<file path="config.mk">
export PLATFORM = sky130hd
export DESIGN_NAME = acondicionador_botones_flat
export DESIGN_NICKNAME = d
export VERILOG_FILES = /design/src/rtl/acondicionador_botones_if.sv /design/src/rtl/acondicionador_botones.sv /design/src/flat_wrapper.sv
export SDC_FILE = /design/constraint.sdc
export NUM_CORES = 1
export LEC_CHECK = 0
export BUFFER_PORTS_ARGS = -buffer_cell sky130_fd_sc_hd__buf_2
export CAP_MARGIN = 5
export CELL_PAD_IN_SITES_DETAIL_PLACEMENT = 1
export CELL_PAD_IN_SITES_GLOBAL_PLACEMENT = 1
export CORE_ASPECT_RATIO = 1.4
export CORE_MARGIN = 2
export CORE_UTILIZATION = 40
export CTS_CLUSTER_DIAMETER = 120
export DETAILED_ROUTE_END_ITERATION = 7
export GPL_TIMING_DRIVEN = 0
export PLACE_DENSITY_LB_ADDON = 0.15
export SLEW_MARGIN = 0
export SYNTH_ARGS = -nofsm -noshare
export SYNTH_HDL_FRONTEND = slang
export SYNTH_SLANG_ARGS = --single-unit
</file>
<file path="constraint.sdc">
create_clock -name clk -period 2.25 [get_ports clk]
set_input_delay 0.225 -clock clk [delete_from_list [all_inputs] [get_ports clk]]
set_output_delay 0.225 -clock clk [all_outputs]
set_load 0.02 [all_outputs]
</file>
<file path="src/rtl/acondicionador_botones_if.sv">
// Button bundle: raw active-low pads in, conditioned levels and strobes out.
// Ports: btn_n (pads, 0 = pressed), nivel (1 = pressed), pulso (press strobe).
interface acondicionador_botones_if #(
    parameter int N_CH = 4
);
    logic [N_CH-1:0] btn_n;
    logic [N_CH-1:0] nivel;
    logic [N_CH-1:0] pulso;

    modport master (
        output btn_n,
        input  nivel,
        input  pulso
    );

    modport slave (
        input  btn_n,
        output nivel,
        output pulso
    );
endinterface

</file>
<file path="src/rtl/acondicionador_botones.sv">
// Push-button conditioner: per channel 2-FF sync, debounce FSM, press pulse
// and optional auto-repeat. Ports: clk, rst (sync, active-high), bus.slave.
module acondicionador_botones #(
    parameter int              N_CH       = 4,
    parameter int              DB_CYCLES  = 4,
    parameter int              REP_DELAY  = 12,
    parameter int              REP_PERIOD = 4,
    parameter logic [N_CH-1:0] REP_MASK   = N_CH'(4'b0011)
) (
    input  logic clk,
    input  logic rst,
    acondicionador_botones_if.slave bus
);

    localparam int DB_W  = $clog2(DB_CYCLES);
    localparam int REP_W = $clog2(REP_DELAY);

    localparam logic [DB_W-1:0]  DB_LAST    = DB_W'(DB_CYCLES - 1);
    localparam logic [DB_W-1:0]  DB_ONE     = DB_W'(1);
    localparam logic [REP_W-1:0] REP_LAST   = REP_W'(REP_DELAY - 1);
    localparam logic [REP_W-1:0] REP_RELOAD = REP_W'(REP_DELAY - REP_PERIOD);
    localparam logic [REP_W-1:0] REP_ONE    = REP_W'(1);

    typedef enum logic [1:0] {
        SOLTADO,
        CONF_PRES,
        PRESIONADO,
        CONF_SUELTA
    } estado_t;

    logic [N_CH-1:0] sync1_q, sync1_d;
    logic [N_CH-1:0] sync2_q, sync2_d;
    logic [N_CH-1:0] s;

    estado_t          est_q [N_CH];
    estado_t          est_d [N_CH];
    logic [DB_W-1:0]  db_q  [N_CH];
    logic [DB_W-1:0]  db_d  [N_CH];
    logic [REP_W-1:0] rep_q [N_CH];
    logic [REP_W-1:0] rep_d [N_CH];

    logic [N_CH-1:0] nivel_q, nivel_d;
    logic [N_CH-1:0] pulso_q, pulso_d;

    // Pads idle high, so the synchronizer resets to "released".
    assign sync1_d = bus.btn_n;
    assign sync2_d = sync1_q;
    assign s       = ~sync2_q;

    always_comb begin
        for (int i = 0; i < N_CH; i++) begin
            est_d[i]   = est_q[i];
            db_d[i]    = db_q[i];
            rep_d[i]   = rep_q[i];
            nivel_d[i] = nivel_q[i];
            pulso_d[i] = 1'b0;

            unique case (est_q[i])
                SOLTADO: begin
                    if (s[i]) begin
                        est_d[i] = CONF_PRES;
                        db_d[i]  = DB_ONE;
                    end
                end

                CONF_PRES: begin
                    if (!s[i]) begin
                        est_d[i] = SOLTADO;
                        db_d[i]  = '0;
                    end else if (db_q[i] == DB_LAST) begin
                        est_d[i]   = PRESIONADO;
                        db_d[i]    = '0;
                        rep_d[i]   = '0;
                        nivel_d[i] = 1'b1;
                        pulso_d[i] = 1'b1;
                    end else begin
                        db_d[i] = db_q[i] + DB_ONE;
                    end
                end

                PRESIONADO: begin
                    if (!s[i]) begin
                        est_d[i] = CONF_SUELTA;
                        db_d[i]  = DB_ONE;
                    end else if (REP_MASK[i]) begin
                        // Reload keeps later repeats REP_PERIOD apart
                        // without the counter ever passing REP_LAST.
                        if (rep_q[i] == REP_LAST) begin
                            rep_d[i]   = REP_RELOAD;
                            pulso_d[i] = 1'b1;
                        end else begin
                            rep_d[i] = rep_q[i] + REP_ONE;
                        end
                    end
                end

                CONF_SUELTA: begin
                    if (s[i]) begin
                        // Release bounce: back to held, repeat timing restarts.
                        est_d[i] = PRESIONADO;
                        db_d[i]  = '0;
                        rep_d[i] = '0;
                    end else if (db_q[i] == DB_LAST) begin
                        est_d[i]   = SOLTADO;
                        db_d[i]    = '0;
                        nivel_d[i] = 1'b0;
                    end else begin
                        db_d[i] = db_q[i] + DB_ONE;
                    end
                end
            endcase
        end
    end

    always_ff @(posedge clk) begin
        if (rst) begin
            sync1_q <= '1;
            sync2_q <= '1;
            nivel_q <= '0;
            pulso_q <= '0;
            for (int i = 0; i < N_CH; i++) begin
                est_q[i] <= SOLTADO;
                db_q[i]  <= '0;
                rep_q[i] <= '0;
            end
        end else begin
            sync1_q <= sync1_d;
            sync2_q <= sync2_d;
            nivel_q <= nivel_d;
            pulso_q <= pulso_d;
            for (int i = 0; i < N_CH; i++) begin
                est_q[i] <= est_d[i];
                db_q[i]  <= db_d[i];
                rep_q[i] <= rep_d[i];
            end
        end
    end

    assign bus.nivel = nivel_q;
    assign bus.pulso = pulso_q;

endmodule
</file>
<file path="src/flat_wrapper.sv">
// flat-port wrapper written by rule: the top's interface ports become plain ports
module acondicionador_botones_flat 
#(
    parameter int              N_CH       = 4,
    parameter int              DB_CYCLES  = 4,
    parameter int              REP_DELAY  = 12,
    parameter int              REP_PERIOD = 4,
    parameter logic [N_CH-1:0] REP_MASK   = N_CH'(4'b0011)
)
  (clk, rst, bus_btn_n, bus_nivel, bus_pulso);
  acondicionador_botones_if #(.N_CH(N_CH)) bus_i ();
  input  logic clk;
  input  logic rst;
  input wire logic [$bits(bus_i.btn_n)-1:0] bus_btn_n;
  output wire logic [$bits(bus_i.nivel)-1:0] bus_nivel;
  output wire logic [$bits(bus_i.pulso)-1:0] bus_pulso;
  assign bus_i.btn_n = bus_btn_n;
  assign bus_nivel = bus_i.nivel;
  assign bus_pulso = bus_i.pulso;
  acondicionador_botones #(.N_CH(N_CH), .DB_CYCLES(DB_CYCLES), .REP_DELAY(REP_DELAY), .REP_PERIOD(REP_PERIOD), .REP_MASK(REP_MASK)) u_core (.clk(clk), .rst(rst), .bus(bus_i));
endmodule
</file>
==> impl_metrics.tcl <==
set metrics [dict create \
    status "finished, final reports clean" \
    cts_hold_buf 0 \
    die_h_um 93.52 \
    initial_utilization_pct 41.44 \
    clkSlewWorstSetupHoldPaths_ns 0.08 \
    cp_data_arrival_time_ns 2.18 \
    reg2reg_from "u_core.est_q[0][0]$_SDFFE_PP0P_" \
    place_congestion 0.7709 \
    final_core_util_pct 45.54 \
    synth_edf_count 0 \
    rsz0062_at_grt "false" \
    setup_tns_ns 0 \
    period_needed_ns 1.993 \
    drt_iter0_drc 99 \
    hpwlAfterDp_um 3852 \
    htree_levels 2 \
    synth_cell_types 49 \
    n_fill_cell 676 \
    post_cts_buffers 0 \
    route.detailed.drc 0 \
    cp_max_fo 10 \
    synth_top_flop_cell "dfxtp_1" \
    numCtsBuffers 5 \
    crit_start "u_core.est_q[0][0]$_SDFFE_PP0P_" \
    final_area_um2 2516 \
    skew_ns 0.01013 \
    cts_resized 0 \
    wl_per_cell_um 14.70 \
    die_x_um 67.95 \
    place_area_um2 2435 \
    cp.required_ns 2.44 \
    max_slew.worst_pin.slew_ns 0.6342 \
    coreArea_um2 5525 \
    gr-total-overflow 0 \
    worstSkewPairLatency_ns 0.30 \
    power.density_nw_per_um2 771.6 \
    synth_area_um2 2290 \
    worstHoldStart "bus_btn_n[1]" \
    ir_drop_mv 0.4927 \
    drv_slew 0 \
    viasPerCell 5.467 \
    vias 1897 \
    dp_cells 340 \
    seq_area_um2 800.8 \
    ant_nets 0 \
    drive_gt1_share_pct 12.90 \
    dieArea_um2 6354 \
    synthCells 260 \
    setup_viol 0 \
    diodes 0 \
    nets 312 \
    yosysSeqAreaShare_pct 34.97 \
    grt_pass1_wl_um 8645 \
    io_pins 14 \
    cts_tree "done" \
    grt_use_total_pct 17.94 \
    hp-class "in2reg" \
    multi_input_area_um2 1366 \
    avgSynthCellArea_um2 8.807 \
    clock-sinks 40 \
    startpoint_type "flip-flop" \
    period_share_pct 88.57 \
    maxCapViolCount 0 \
    wl_um 5100 \
    rows 32 \
    dr.pass1.iters 4 \
    clk_path_buf_depth 2 \
    instances_no_fill 347 \
    cp_slowest_stage_delay_ns 0.43 \
    hold_violations 0 \
    syn_nets 293 \
    synth_warnings 0 \
    grt_max_degree 13 \
    clockRootBuffer "clkbuf_8" \
    fmax_mhz 501.8 \
    cp-end-kind "flip-flop" \
    path_class "reg2reg" \
    relSlewSlack_pct 57.72 \
    ys_seq_elements 40 \
    power_leakage_nw 1.066 \
    ys_async_sr_fraction_pct 0 \
    port_buffers 12 \
    dp_slack_ns 0.2309 \
    syn_to_final_growth_pct 9.891 \
    grt_pass1_vias 1822 \
    worst_slack_ns 0.2572 \
    grt_antenna_before_repair 0 \
    slowest_stage "dfxtp_1" \
    worstPathCellList "inv_1 > ha_1 > clkbuf_1 > nor2b_1 > a21oi_1 > nand3_1 > mux2_2" \
]
where the power goes:
part	total (mW)	internal, mW	switching [mW]
registers	0.859	0.781	0.0784
clock network	0.465	0.210	0.255
logic	0.617	0.257	0.361
total	1.94	1.25	0.694
placed cells by master (no fill, tap or decap), types with 2 or more instances in the layout:
cell type  netlist  layout
a2111oi_0        2       2
a211oi_1         5       5
a21oi_1         24      24
a311oi_1         4       4
a31oi_1          2       2
and3_1           2       2
and4_1           2       2
buf_2            2      14
clkbuf_1         9       9
clkbuf_8         0       5
dfxtp_1         40      40
ha_1            27      27
inv_1           18      18
mux2i_1          6       6
nand2_1         12      12
nand2b_1         4       4
nand3_1          5       5
nand3b_1         5       5
nand4_1          3       3
nor2_1          18      18
nor2b_1          6       6
nor3_1           7       7
o211ai_1         3       3
o21ai_0         12      12
o22ai_1          2       2
o311a_1          2       2
o31ai_1          4       4
or2_2           10      10
or3_1            3       3
worst paths after layout:
path                                  end  slack, ns  cells after the start
max                             flip-flop       0.26                      7
min          u_core.sync1_q[1]$_SDFF_PP1_       0.11                      2
max reg2reg                     flip-flop       0.26                      7
min reg2reg  u_core.sync2_q[3]$_SDFF_PP1_       0.41                      1
worst max-delay path, delay by kind of cell, from the launching register on:
kind / cells / cell delay, ns
AO/OA/AOI/OAI: 1 / 0.25
AND/OR/NAND/NOR: 2 / 0.35
multiplexers: 1 / 0.28
adder cells (fa/ha/maj): 1 / 0.24
flip-flops: 1 / 0.43
buffers and inverters: 2 / 0.33
routing by layer:
layer | share of wire, % | global-route usage (%)
met1 | 46 | 22.09
met2 | 50 | 29.94
met3 | 2.3 | 3.610
met4 | 1.8 | 7.000
met5 | 0 | 0
cell usage after synthesis, drive strengths merged, types with 2 or more instances:
master    n  area [um^2]
nor2     18        67.56
nand4     3        18.77
o211ai    3        22.52
nand3     5        25.02
buf       3        21.27
ha       27        337.8
nor3      7        35.03
a2111oi   2        17.52
or2      10        62.56
o22ai     2        12.51
and3      2        12.51
dfxtp    40        800.8
a31oi     2        12.51
o31ai     4        30.03
nand2b    4        25.02
mux2i     6        60.06
a211oi    6        57.56
inv      18        67.56
o21ai    12        60.06
o311a     2        20.02
or3       3        18.77
a311oi    4        35.03
nand2    12        45.04
nor4b     2        23.77
mux2      2        26.27
and4      2        17.52
nor2b     6        37.54
a21oi    24        120.1
nand3b    5        37.54
clkbuf    9        33.78
cell families after synthesis:
| logic type | Yosys count | synth area share [%] |
|---|---|---|
| muxes | 8 | 3.770 |
| adders and majority gates | 27 | 14.75 |
| buffers and inverters | 30 | 5.355 |
| AOI/OAI and AO/OA | 69 | 20.16 |
| and+or+nand+nor | 86 | 20.98 |
| DFF | 40 | 34.97 |
state kept, by name (all words and copies together), names as in the netlist, named ones only:
name / cells
u_core.db_q: 8
u_core.rep_q: 8
u_core.bus.nivel: 4
u_core.bus.pulso: 4
u_core.est_q: 4
u_core.sync1_q: 4
u_core.sync2_q: 4
final cells by class:
type | count | area share (%)
timing repair buffer | 12 | 2.387
buffer | 12 | 2.188
inverter | 18 | 2.685
multi-input combinational | 190 | 54.30
sequential | 40 | 31.83
clock buffer | 5 | 2.735
tap | 68 | 3.381
clock inverter | 2 | 0.4973
metrics by stage:
stage                     power (mW)  hold WS [ns]
after floorplan                1.347        0.3288
after global placement         1.480        0.3915
after detailed placement       1.500        0.3976
after CTS                      1.973       0.09939
after global routing           2.097        0.1037
final                          1.942        0.1117
(Power assumes the default switching activity.)
